===== src/rtl/serial_fifo_uart.sv =====
// rtl/serial_fifo_uart.sv - full-duplex UART with TX/RX circular FIFOs
// Valid/ready byte side, 2-FF synchronised RXD, mid-bit sampling, sticky error flags, loopback.
module serial_fifo_uart #(
  parameter int CLKS_PER_BIT = 16,
  parameter int DATA_BITS    = 8,
  parameter int FIFO_DEPTH   = 8
) (
  input  logic                 CLK,
  input  logic                 RSTN,
  input  logic                 RXD,
  output logic                 TXD,
  input  logic                 LOOPBACK,
  input  logic [DATA_BITS-1:0] TX_DATA,
  input  logic                 TX_VALID,
  output logic                 TX_READY,
  output logic [DATA_BITS-1:0] RX_DATA,
  output logic                 RX_VALID,
  input  logic                 RX_READY,
  output logic                 RX_OVERRUN,
  output logic                 RX_FRAME_ERR,
  input  logic                 CLR_ERR
);

  localparam int AW   = (FIFO_DEPTH > 1) ? $clog2(FIFO_DEPTH) : 1;
  localparam int CW   = AW + 1;
  localparam int TW   = $clog2(CLKS_PER_BIT);
  localparam int BW   = $clog2(DATA_BITS);
  localparam logic [TW-1:0] T_LAST = TW'(CLKS_PER_BIT - 1);
  localparam logic [TW-1:0] T_HALF = TW'(CLKS_PER_BIT / 2 - 1);
  localparam logic [BW-1:0] B_LAST = BW'(DATA_BITS - 1);
  localparam logic [CW-1:0] FULL   = CW'(FIFO_DEPTH);

  typedef enum logic [1:0] {S_IDLE, S_START, S_DATA, S_STOP} state_e;

  // ---------------- TX FIFO ----------------
  logic [DATA_BITS-1:0] tx_mem [FIFO_DEPTH];
  logic [AW-1:0]        tx_wr_q, tx_rd_q;
  logic [CW-1:0]        tx_cnt_q, tx_cnt_d;
  logic                 tx_push, tx_pop;

  assign TX_READY = (tx_cnt_q != FULL);
  assign tx_push  = TX_VALID && TX_READY;

  always_comb begin
    tx_cnt_d = tx_cnt_q;
    case ({tx_push, tx_pop})
      2'b10:   tx_cnt_d = tx_cnt_q + CW'(1);
      2'b01:   tx_cnt_d = tx_cnt_q - CW'(1);
      default: tx_cnt_d = tx_cnt_q;
    endcase
  end

  always_ff @(posedge CLK) begin
    if (tx_push) tx_mem[tx_wr_q] <= TX_DATA;
  end

  always_ff @(posedge CLK or negedge RSTN) begin
    if (!RSTN) begin
      tx_wr_q  <= '0;
      tx_rd_q  <= '0;
      tx_cnt_q <= '0;
    end else begin
      if (tx_push) tx_wr_q <= tx_wr_q + AW'(1);
      if (tx_pop)  tx_rd_q <= tx_rd_q + AW'(1);
      tx_cnt_q <= tx_cnt_d;
    end
  end

  // ---------------- TX FSM ----------------
  state_e               tx_state_q, tx_state_d;
  logic [TW-1:0]        tx_tick_q, tx_tick_d;
  logic [BW-1:0]        tx_bit_q, tx_bit_d;
  logic [DATA_BITS-1:0] tx_sh_q, tx_sh_d;
  logic                 tx_drive, txd_q;

  always_comb begin
    tx_state_d = tx_state_q;
    tx_tick_d  = tx_tick_q;
    tx_bit_d   = tx_bit_q;
    tx_sh_d    = tx_sh_q;
    tx_pop     = 1'b0;
    tx_drive   = 1'b1;
    case (tx_state_q)
      S_IDLE: begin
        if (tx_cnt_q != '0) begin
          tx_pop     = 1'b1;
          tx_sh_d    = tx_mem[tx_rd_q];
          tx_tick_d  = '0;
          tx_state_d = S_START;
        end
      end
      S_START: begin
        tx_drive = 1'b0;
        if (tx_tick_q == T_LAST) begin
          tx_tick_d  = '0;
          tx_bit_d   = '0;
          tx_state_d = S_DATA;
        end else begin
          tx_tick_d = tx_tick_q + TW'(1);
        end
      end
      S_DATA: begin
        tx_drive = tx_sh_q[0];
        if (tx_tick_q == T_LAST) begin
          tx_tick_d = '0;
          tx_sh_d   = tx_sh_q >> 1;
          if (tx_bit_q == B_LAST) tx_state_d = S_STOP;
          else                    tx_bit_d   = tx_bit_q + BW'(1);
        end else begin
          tx_tick_d = tx_tick_q + TW'(1);
        end
      end
      default: begin
        // Chain straight into the next start bit when more data is queued.
        if (tx_tick_q == T_LAST) begin
          tx_tick_d = '0;
          if (tx_cnt_q != '0) begin
            tx_pop     = 1'b1;
            tx_sh_d    = tx_mem[tx_rd_q];
            tx_state_d = S_START;
          end else begin
            tx_state_d = S_IDLE;
          end
        end else begin
          tx_tick_d = tx_tick_q + TW'(1);
        end
      end
    endcase
  end

  always_ff @(posedge CLK or negedge RSTN) begin
    if (!RSTN) begin
      tx_state_q <= S_IDLE;
      tx_tick_q  <= '0;
      tx_bit_q   <= '0;
      tx_sh_q    <= '0;
      txd_q      <= 1'b1;
    end else begin
      tx_state_q <= tx_state_d;
      tx_tick_q  <= tx_tick_d;
      tx_bit_q   <= tx_bit_d;
      tx_sh_q    <= tx_sh_d;
      txd_q      <= tx_drive;
    end
  end

  assign TXD = txd_q;

  // ---------------- RX input ----------------
  logic rxd_s1_q, rxd_s2_q, rx_in;

  always_ff @(posedge CLK or negedge RSTN) begin
    if (!RSTN) begin
      rxd_s1_q <= 1'b1;
      rxd_s2_q <= 1'b1;
    end else begin
      rxd_s1_q <= RXD;
      rxd_s2_q <= rxd_s1_q;
    end
  end

  assign rx_in = LOOPBACK ? txd_q : rxd_s2_q;

  // ---------------- RX FIFO signals ----------------
  logic [DATA_BITS-1:0] rx_mem [FIFO_DEPTH];
  logic [AW-1:0]        rx_wr_q, rx_rd_q, rx_rd_d;
  logic [CW-1:0]        rx_cnt_q, rx_cnt_d;
  logic [DATA_BITS-1:0] rx_data_q;
  logic                 rx_push, rx_pop, rx_ovr_set, rx_fe_set;
  logic                 ovr_q, fe_q;

  assign RX_VALID = (rx_cnt_q != '0);
  assign rx_pop   = RX_VALID && RX_READY;

  // ---------------- RX FSM ----------------
  state_e               rx_state_q, rx_state_d;
  logic [TW-1:0]        rx_tick_q, rx_tick_d;
  logic [BW-1:0]        rx_bit_q, rx_bit_d;
  logic [DATA_BITS-1:0] rx_sh_q, rx_sh_d;

  always_comb begin
    rx_state_d = rx_state_q;
    rx_tick_d  = rx_tick_q;
    rx_bit_d   = rx_bit_q;
    rx_sh_d    = rx_sh_q;
    rx_push    = 1'b0;
    rx_ovr_set = 1'b0;
    rx_fe_set  = 1'b0;
    case (rx_state_q)
      S_IDLE: begin
        if (!rx_in) begin
          rx_tick_d  = '0;
          rx_state_d = S_START;
        end
      end
      S_START: begin
        if (rx_tick_q == T_HALF) begin
          rx_tick_d  = '0;
          rx_bit_d   = '0;
          rx_state_d = rx_in ? S_IDLE : S_DATA;
        end else begin
          rx_tick_d = rx_tick_q + TW'(1);
        end
      end
      S_DATA: begin
        if (rx_tick_q == T_LAST) begin
          rx_tick_d = '0;
          rx_sh_d   = {rx_in, rx_sh_q[DATA_BITS-1:1]};
          if (rx_bit_q == B_LAST) rx_state_d = S_STOP;
          else                    rx_bit_d   = rx_bit_q + BW'(1);
        end else begin
          rx_tick_d = rx_tick_q + TW'(1);
        end
      end
      default: begin
        // Leave at the stop-bit centre so the next start edge is not missed.
        if (rx_tick_q == T_LAST) begin
          rx_tick_d  = '0;
          rx_state_d = S_IDLE;
          if (!rx_in)                            rx_fe_set  = 1'b1;
          else if (rx_cnt_q != FULL || rx_pop)   rx_push    = 1'b1;
          else                                   rx_ovr_set = 1'b1;
        end else begin
          rx_tick_d = rx_tick_q + TW'(1);
        end
      end
    endcase
  end

  always_ff @(posedge CLK or negedge RSTN) begin
    if (!RSTN) begin
      rx_state_q <= S_IDLE;
      rx_tick_q  <= '0;
      rx_bit_q   <= '0;
      rx_sh_q    <= '0;
    end else begin
      rx_state_q <= rx_state_d;
      rx_tick_q  <= rx_tick_d;
      rx_bit_q   <= rx_bit_d;
      rx_sh_q    <= rx_sh_d;
    end
  end

  // ---------------- RX FIFO ----------------
  always_comb begin
    rx_rd_d  = rx_pop ? rx_rd_q + AW'(1) : rx_rd_q;
    rx_cnt_d = rx_cnt_q;
    case ({rx_push, rx_pop})
      2'b10:   rx_cnt_d = rx_cnt_q + CW'(1);
      2'b01:   rx_cnt_d = rx_cnt_q - CW'(1);
      default: rx_cnt_d = rx_cnt_q;
    endcase
  end

  always_ff @(posedge CLK) begin
    if (rx_push) rx_mem[rx_wr_q] <= rx_sh_q;
  end

  // The new head may be the entry being written this very cycle.
  always_ff @(posedge CLK or negedge RSTN) begin
    if (!RSTN) begin
      rx_wr_q   <= '0;
      rx_rd_q   <= '0;
      rx_cnt_q  <= '0;
      rx_data_q <= '0;
    end else begin
      if (rx_push) rx_wr_q <= rx_wr_q + AW'(1);
      rx_rd_q  <= rx_rd_d;
      rx_cnt_q <= rx_cnt_d;
      if (rx_cnt_d != '0)
        rx_data_q <= (rx_push && rx_rd_d == rx_wr_q) ? rx_sh_q : rx_mem[rx_rd_d];
    end
  end

  assign RX_DATA = rx_data_q;

  // ---------------- sticky flags ----------------
  always_ff @(posedge CLK or negedge RSTN) begin
    if (!RSTN) begin
      ovr_q <= 1'b0;
      fe_q  <= 1'b0;
    end else begin
      if (rx_ovr_set)   ovr_q <= 1'b1;
      else if (CLR_ERR) ovr_q <= 1'b0;
      if (rx_fe_set)    fe_q  <= 1'b1;
      else if (CLR_ERR) fe_q  <= 1'b0;
    end
  end

  assign RX_OVERRUN   = ovr_q;
  assign RX_FRAME_ERR = fe_q;

endmodule


===== config.mk =====
export PLATFORM = sky130hd
export DESIGN_NAME = serial_fifo_uart
export DESIGN_NICKNAME = d
export VERILOG_FILES = /design/src/rtl/serial_fifo_uart.sv
export SDC_FILE = /design/constraint.sdc
export NUM_CORES = 1
export LEC_CHECK = 0
export ABC_AREA = 0
export CORE_ASPECT_RATIO = 0.7
export CORE_MARGIN = 5
export CORE_UTILIZATION = 35
export DETAILED_ROUTE_END_ITERATION = 16
export PLACE_DENSITY = 0.56
export SLEW_MARGIN = 20
export SYNTH_ARGS = -nofsm -noshare
export SYNTH_HDL_FRONTEND = slang
export SYNTH_SLANG_ARGS = --single-unit

===== constraint.sdc =====
create_clock -name CLK -period 3.8 [get_ports CLK]
set_input_delay 1.14 -clock CLK [delete_from_list [all_inputs] [get_ports CLK]]
set_output_delay 1.14 -clock CLK [all_outputs]
set_load 0.02 [all_outputs]

==> impl_metrics.toml <==
[outcome]
status = "completed"

[detailed_routing]
totalWireLength_um = 19500
first_pass_iters = 6
final_antenna_net_count = 0
drc = 0
drtIter0Drc = 369
vias = 5467
viasPerCell = 5.30
routedWlPerCell_um = 18.9

[floorplan]
die-area_mm2 = 0.0291
ioPinCount = 28
initial_core_util_pct = 35.3
die_w_um = 202
core-area_mm2 = 0.0255
num_rows = 49
die_y_um = 144

[yosys]
synth_top_area_share_pct = 42.6
synthTopCellsByArea = "edfxtp_1 (43%), dfrtp_1 (18%), mux4_2 (10%)"
synthArstFlopShare_pct = 34.4
yosysMostFrequentCell = "edfxtp_1"
synth.distinct_cells = 63
ys_seq_area_share_pct = 61.3
netlist_area_mm2 = 0.00901
synthFlopType = "edfxtp_1"
synth_edf_count = 128
ys_warn_count = 0
synthCells = 637
syn_nets = 673
postSynthAreaPerCell_um2 = 14.1
ys_ff_latch = 195
synth_largest_area_cell = "edfxtp_1"
yosys-top-cells-count = "edfxtp_1 (128), nand2_1 (75), dfrtp_1 (64), mux4_2 (41), o21ai_0 (30)"

[timing]
fmax_mhz = 273
timing.hold.ws_ns = 0.370
rsz0062_at_grt = "no"
setup_viol = 0
tightest_slew_ns = 0.912
fin_crit_sh_pct = 96.2
finalHoldViolCount = 0
fin_worst_skew_ns = 0.0117
slew_violations = 0
max_slew_margin_pct = 38.8
setup_tns_ns = 0
period_minus_slack_ns = 3.66

[clocking]
cts_tree = "built"
cts_max_level = 4
ctsLongestPathBuffers = 2
ctsHoldBuffers = 0
path_clk_slew_ns = 0.08
clkLatencyLatePin_ns = 0.43
clockRootBuffer = "clkbuf_16"
cts_buffers = 17
cts.sinks = 195

[min_path]
hold_start = "rxd_s1_q"
holdPathStages = 0
hold_class = "flop to flop"
whs_endpoint = "rxd_s2_q"

[global_routing]
grtUsageTotal_pct = 13.8
grt_first_pass_wirelength_um = 31100
grt_max_degree = 68
overflow = 0
antenna_found_initial = 0
grt_pass1_vias = 5583

[power_and_ir_drop]
ir_drop_mv = 0.350
power_uw = 7050
powerDensity_mw_per_mm2 = 675
p_leak_uw = 0.00383

[place]
routabilityCongestion = 0.796
dp_cells = 994
place_area_mm2 = 0.00982
hpwl_um = 12800
io_buffers = 27

[critical_path]
critPathCaptureType = "flop"
rr_startpoint = "rx_tick_q[0]"
worst-r2r-setup-slack_ns = 0.41
worstPathArrival_ns = 3.98
path_class = "input port to flop"
r2r-end = "RX_DATA[4]"
worst-path-max-fanout = 8
required_ns = 4.13
worstRegToRegCells = 15
startpoint_type = "input port"

[flow_run]
drv_cap = 0

[final_layout]
nets = 724
drive_above_1_share_pct = 21.3
final_cells = 1032
area_growth_pct = 15.9
n_antenna_cell = 0
finish.instance_area_mm2 = 0.0104
fillers = 2340
[placed cells by master (no fill, tap or decap), types with 21 or more instances in the layout]
master / Yosys / layout
clkdlybuf4s50_1: 0 / 25
dfrtp_1: 64 / 63
nand2_1: 75 / 75
buf_4: 1 / 40
o21ai_0: 30 / 30
mux2i_1: 22 / 21
nor2_1: 28 / 28
edfxtp_1: 128 / 128
mux4_2: 41 / 41
a21oi_1: 25 / 23
[final cells by class]
| type | count | area (µm²) | area share (%) |
|---|---|---|---|
| clock inverters | 14 | 123 | 1.17 |
| repair buffers | 68 | 594 | 5.69 |
| inverters | 16 | 60.1 | 0.575 |
| well taps | 331 | 414 | 3.97 |
| flip-flops and latches | 195 | 5530 | 52.9 |
| clock buffers | 18 | 429 | 4.11 |
| multi-input cells | 390 | 3300 | 31.6 |
[kinds of logic (layout without fill, tap and decap cells)]
group | after synthesis | in the layout | share of synthesized area [%]
DFF | 195 | 195 | 61.3
muxes | 81 | 81 | 14.9
AOI/OAI and AO/OA | 112 | 112 | 8.05
adders and majority gates | 21 | 21 | 3.00
xor gates and xnor gates | 19 | 19 | 2.08
buffers and inverters | 52 | 116 | 2.51
and+or+nand+nor | 157 | 157 | 8.12
[layer usage]
layer | track usage, % | up-vias | share of wire, %
li1 | - | 2535 | -
met1 | 19.4 | 2790 | 47
met2 | 21.8 | 120 | 46
met3 | 2.94 | 22 | 4.9
met4 | 3.88 | 0 | 1.4
met5 | 0 | - | 0
[power breakdown]
group          total, µW  switching (µW)  internal (µW)
Clock               1700             836            861
Combinational       2490            1320           1170
Sequential          2870             303           2560
Total               7050            2460           4600
[critical path, cell delays in order]
cell,delay (ns)
clkdlybuf4s50_1,0.49
nor4_1,0.05
buf_4,0.15
a21oi_2,0.16
inv_2,0.05
ha_2,0.18
xor2_1,0.15
ha_1,0.33
mux2_4,0.29
or2_4,0.26
nor4b_4,0.31
buf_12,0.16
buf_6,0.13
nand2_1,0.05
o31ai_1,0.07
[sequential cells by signal, indices dropped and copies added (netlist names), 4 cells and up]
name,count
rx_mem,64
tx_mem,64
RX_DATA,8
rx_sh_q,8
tx_sh_q,8
rx_cnt_q,4
rx_tick_q,4
tx_cnt_q,4
tx_tick_q,4
[worst max-delay path by stage]
stage / start / end / slack (ns)
finish: RX_READY / RX_DATA[4] / 0.14
global route: RX_READY / RX_DATA[1] / 0.03
CTS: LOOPBACK / RX_DATA[6] / 0.01
detailed placement: LOOPBACK / RX_DATA[6] / -0.43
global placement: LOOPBACK / RX_DATA[6] / -0.39
floorplan: LOOPBACK / RX_DATA[5] / 0.02
[per-stage QoR]
step	util [%]	setup slack, ns
CTS	40.7	0.0145
floorplan	-	0.0188
global placement	38.5	-0.389
detailed placement	38.5	-0.431
global route	41.0	0.0281
finish	41.0	0.143
[what timing repair did]
action | CTS | global route
hold endpoints to repair | 0 | 0
buffers inserted | 0 | 6
gates resized for setup | 0 | 9
endpoints found under the setup margin | 0 | 8
No activity file was read; power rests on OpenSTA's default activity.
